### config.mk
export PLATFORM = sky130hd
export DESIGN_NAME = llpm_router_buffered
export DESIGN_NICKNAME = d
export VERILOG_FILES = /design/src/rtl/llpm_router_buffered.sv
export SDC_FILE = /design/constraint.sdc
export NUM_CORES = 1
export LEC_CHECK = 0
export BUFFER_PORTS_ARGS = -buffer_cell sky130_fd_sc_hd__buf_2
export CAP_MARGIN = 20
export CORE_MARGIN = 2
export CORE_UTILIZATION = 46
export DETAILED_ROUTE_END_ITERATION = 8
export GPL_ROUTABILITY_DRIVEN = 0
export PLACE_DENSITY = 0.86
export SLEW_MARGIN = 0
export SYNTH_ARGS = -nofsm -noshare
export SYNTH_HDL_FRONTEND = slang
export SYNTH_SLANG_ARGS = --single-unit
### constraint.sdc
create_clock -name clk -period 1.3 [get_ports clk]
set_input_delay 0.26 -clock clk [delete_from_list [all_inputs] [get_ports clk]]
set_output_delay 0.26 -clock clk [all_outputs]
set_load 0.03 [all_outputs]
### src/rtl/llpm_router_buffered.sv
// llpm_router_buffered: 1-to-N steering vertex. One token per cycle enters on x and
// is steered by x_sel into a one-entry registered slot per output; each slot drains
// independently under its own backpressure. Tokens addressed past the last output
// are swallowed and reported through a sticky flag and a saturating drop counter.
module llpm_router_buffered #(
  parameter int Width           = 8,
  parameter int NumOutputs      = 4,
  parameter int CLog2NumOutputs = 2,
  parameter int CountWidth      = 8
) (
  input  logic                       clk,
  input  logic                       resetn,
  input  logic [Width-1:0]           x,
  input  logic [CLog2NumOutputs-1:0] x_sel,
  input  logic                       x_valid,
  output logic                       x_bp,
  output logic [Width-1:0]           a       [NumOutputs-1:0],
  output logic                       a_valid [NumOutputs-1:0],
  input  logic                       a_bp    [NumOutputs-1:0],
  output logic                       err_badsel,
  input  logic                       err_clr,
  output logic [CountWidth-1:0]      drop_count
);

  localparam logic [CLog2NumOutputs:0] NumOutputsW = (CLog2NumOutputs + 1)'(NumOutputs);
  localparam logic [CountWidth-1:0]    CountMax    = {CountWidth{1'b1}};

  logic [NumOutputs-1:0] full_q;
  logic [NumOutputs-1:0] full_d;
  logic [Width-1:0]      data_q [NumOutputs-1:0];
  logic [Width-1:0]      data_d [NumOutputs-1:0];
  logic                  err_q;
  logic                  err_d;
  logic [CountWidth-1:0] cnt_q;
  logic [CountWidth-1:0] cnt_d;

  logic                  in_range_s;
  logic                  sel_blocked_s;
  logic                  accept_s;
  logic                  bad_accept_s;
  logic [NumOutputs-1:0] load_s;

  // Extra leading zero keeps the range check correct when NumOutputs is a power of two.
  assign in_range_s = ({1'b0, x_sel} < NumOutputsW);

  // Stall condition of the addressed slot, built by match so x_sel never indexes past the slots.
  always_comb begin
    sel_blocked_s = 1'b0;
    for (int i = 0; i < NumOutputs; i++) begin
      sel_blocked_s = sel_blocked_s |
                      ((x_sel == CLog2NumOutputs'(i)) & full_q[i] & a_bp[i]);
    end
  end

  // A slot that drains this cycle can reload, so only a full-and-stalled slot pushes back.
  assign x_bp         = ~resetn | (in_range_s & sel_blocked_s);
  assign accept_s     = x_valid & ~x_bp;
  assign bad_accept_s = accept_s & ~in_range_s;

  // Per-slot next state: a load overrides a concurrent drain; otherwise the slot empties on drain.
  always_comb begin
    full_d = full_q;
    data_d = data_q;
    load_s = '0;
    for (int i = 0; i < NumOutputs; i++) begin
      load_s[i] = accept_s & (x_sel == CLog2NumOutputs'(i));
      if (load_s[i]) begin
        full_d[i] = 1'b1;
        data_d[i] = x;
      end else begin
        full_d[i] = full_q[i] & a_bp[i];
        data_d[i] = data_q[i];
      end
    end
  end

  // Error bookkeeping: a bad-select drop takes priority over a clear in the same cycle.
  always_comb begin
    err_d = err_q;
    cnt_d = cnt_q;
    if (bad_accept_s) begin
      err_d = 1'b1;
      if (err_clr) begin
        cnt_d = CountWidth'(1);
      end else if (cnt_q == CountMax) begin
        cnt_d = cnt_q;
      end else begin
        cnt_d = cnt_q + CountWidth'(1);
      end
    end else if (err_clr) begin
      err_d = 1'b0;
      cnt_d = '0;
    end else begin
      err_d = err_q;
      cnt_d = cnt_q;
    end
  end

  // State registers; reset discards any tokens held in the slots.
  always_ff @(posedge clk or negedge resetn) begin
    if (!resetn) begin
      full_q <= '0;
      for (int i = 0; i < NumOutputs; i++) begin
        data_q[i] <= '0;
      end
      err_q <= 1'b0;
      cnt_q <= '0;
    end else begin
      full_q <= full_d;
      for (int i = 0; i < NumOutputs; i++) begin
        data_q[i] <= data_d[i];
      end
      err_q <= err_d;
      cnt_q <= cnt_d;
    end
  end

  // Outputs come straight from the slot registers.
  for (genvar g = 0; g < NumOutputs; g++) begin : g_out
    assign a[g]       = data_q[g];
    assign a_valid[g] = full_q[g];
  end

  assign err_badsel = err_q;
  assign drop_count = cnt_q;

endmodule

==> flow_metrics.env <==
export IMPL_violations="setup timing"
export IMPL_pre_cts_ws_ns=-0.1359
export IMPL_mostFrequentLayoutCells="52 x buf_2, 33 x dfrtp_1, 32 x mux2_2"
export IMPL_finalCritPeriodShare_pct=123.5
export IMPL_slew_violations=0
export IMPL_grt_pass1_vias=1078
export IMPL_grt_max_degree=17
export IMPL_worst_slack_ns=-0.3056
export IMPL_power_leakage_nw=0.9740
export IMPL_cts_buffers=5
export IMPL_area_growth_syn_to_layout_pct=31.26
export IMPL_grt_usage_pct=19.68
export IMPL_worstHoldPathType="in -> reg"
export IMPL_finalCriticalPeriod_ns=1.606
export IMPL_path_max_fanout=3
export IMPL_drc=0
export IMPL_num_vias=1054
export IMPL_crit_type="reg -> out"
export IMPL_coreArea_um2=3053
export IMPL_grt_setup_unrepaired="true"
export IMPL_vias_per_cell=4.972
export IMPL_drt_pre_antenna_iters=4
export IMPL_cts_tree="done"
export IMPL_num_io_pins=64
export IMPL_placed_cell_area_um2=1800
export IMPL_clk_latency_ns=0.34
export IMPL_ys_seq_area_share_pct=61.33
export IMPL_clock_sinks=36
export IMPL_setup_viol=1
export IMPL_hpwl_um=2398
export IMPL_wl_per_cell_um=14.99
export IMPL_io_buffers=53
export IMPL_postRouteAntennaNets=0
export IMPL_tns_ns=-0.3056
export IMPL_syn_inst=100
export IMPL_critPathCaptureType="output pin"
export IMPL_grt_pass1_wl_um=5126
export IMPL_gr_total_overflow=0
export IMPL_fin_area_um2=1928
export IMPL_row_count=20
export IMPL_finalClockSkew_ns=0.01455
export IMPL_initialDrtViolationCount=12
export IMPL_post_cts_buffers=0
export IMPL_worstSetupStartpointType="register"
export IMPL_status="finished, violations left"
export IMPL_peakVddDrop_mv=0.9416
export IMPL_start_util_pct=48.11
export IMPL_die_w_um=60.51
export IMPL_avgSynthCellArea_um2=14.69
export IMPL_cts_clk_slew_worst_paths_ns=0.09
export IMPL_power_density_nw_per_um2=1713
export IMPL_synth_seq_cells=36
export IMPL_finalWirelength_um=3178
export IMPL_layout_commonest_cell="buf_2"
export IMPL_synth_cell_type_count=16
export IMPL_fmax_mhz=622.8
export IMPL_htreeDepth=2
export IMPL_die_h_um=60.51
export IMPL_netlist_area_um2=1469
export IMPL_cp_data_required_time_ns=1.04
export IMPL_dieArea_um2=3661
export IMPL_hold_viol=0
export IMPL_antenna_found_initial=0
export IMPL_cts_buffer_depth=2
export IMPL_nNetsFinal=185
export IMPL_cts_root_buf="clkbuf_4"
export IMPL_antennaDiodeCount=0
export IMPL_ys_warn_count=0
export IMPL_layout_drive_gt1_share_pct=64.29
export IMPL_maxCapViolCount=0
export IMPL_arrival_ns=1.35
flip-flops by register name, indices dropped and copies added (netlist names):
register	count
a	32
a_valid	4
synth_stat cells:
cell	n	area (µm²)
nand4_1	1	6.260
nand4_2	2	25.02
buf_4	9	67.56
and3_2	1	7.510
and2b_1	1	7.510
nand3b_2	1	11.26
nand3_2	1	10.01
and3b_1	1	8.760
nand2_1	8	30.03
conb_1	1	3.750
and3_1	1	6.260
nor2_1	1	3.750
mux2_2	32	360.4
nand3_1	3	15.01
o21ai_0	1	5.000
dfrtp_1	36	900.9
worst paths after layout:
| check | startpoint | end | slack [ns] | cells past startpoint |
|---|---|---|---|---|
| hold / removal | a_bp[2] | a_valid[2] | 0.18 | 3 |
| max in group asynchronous | resetn | a_valid[0] | 0.55 | 3 |
| hold reg to reg | a[7] | a[7] | 0.51 | 1 |
| setup / recovery | a_valid[3] | x_bp | -0.31 | 4 |
| setup reg to reg | a_valid[2] | a[17] | 0.07 | 3 |
| min in group asynchronous | resetn | a[12] | 0.46 | 3 |
routing by layer:
layer,part of all wire (%),up-vias,track usage [%]
met4,1.4,0,8.385
li1,-,474,-
met2,51,46,31.83
met1,40,527,24.90
met5,0,-,0
met3,7.6,7,5.757
critical path, stage by stage, from the launching register on:
cell and delay, ns:
dfrtp_2 0.43, and3_4 0.15, o21ai_2 0.13, nand4_1 0.13, buf_6 0.17
report_power, final:
group          internal, mW  switching, mW  leakage [nW]
Combinational         0.363          0.728         0.498
Clock                 0.403          0.352        0.0422
Sequential             1.34          0.111         0.433
Total                  2.11           1.19         0.974
repair_timing:
action                     4_1_cts  5_1_grt
gates resized for setup          4        2
hold endpoints to repair        36        0
setup endpoints to repair        1       14
hold buffers                     2        0
pin swaps                        1        1
area by class of cell:
type / instances / area [µm²]
fill: 252 / 1125
sequential: 36 / 904.6
multi-input combinational: 63 / 555.5
timing repair buffer: 61 / 336.6
tap: 44 / 55.05
clock buffer: 6 / 41.29
clock inverter: 2 / 35.03
per-stage QoR:
stage	instances	power [mW]	hold WS (ns)	util [%]
after floorplan	108	2.211	-0.03559	-
after global placement	202	2.522	0.2321	58.98
after detailed placement	202	2.566	0.2380	58.98
after CTS	212	3.333	0.1679	62.62
after global routing	212	3.469	0.1792	63.16
final	212	3.302	0.1781	63.16
cell families after synthesis:
logic type,Yosys count,synth area share (%)
flip-flops,36,61.33
multiplexers,32,24.53
AND/OR/NAND/NOR,21,8.944
buffers and inverters,9,4.599
AO/OA/AOI/OAI,1,0.3404
other,1,0.2553
Power figures use the tool's default switching activity.
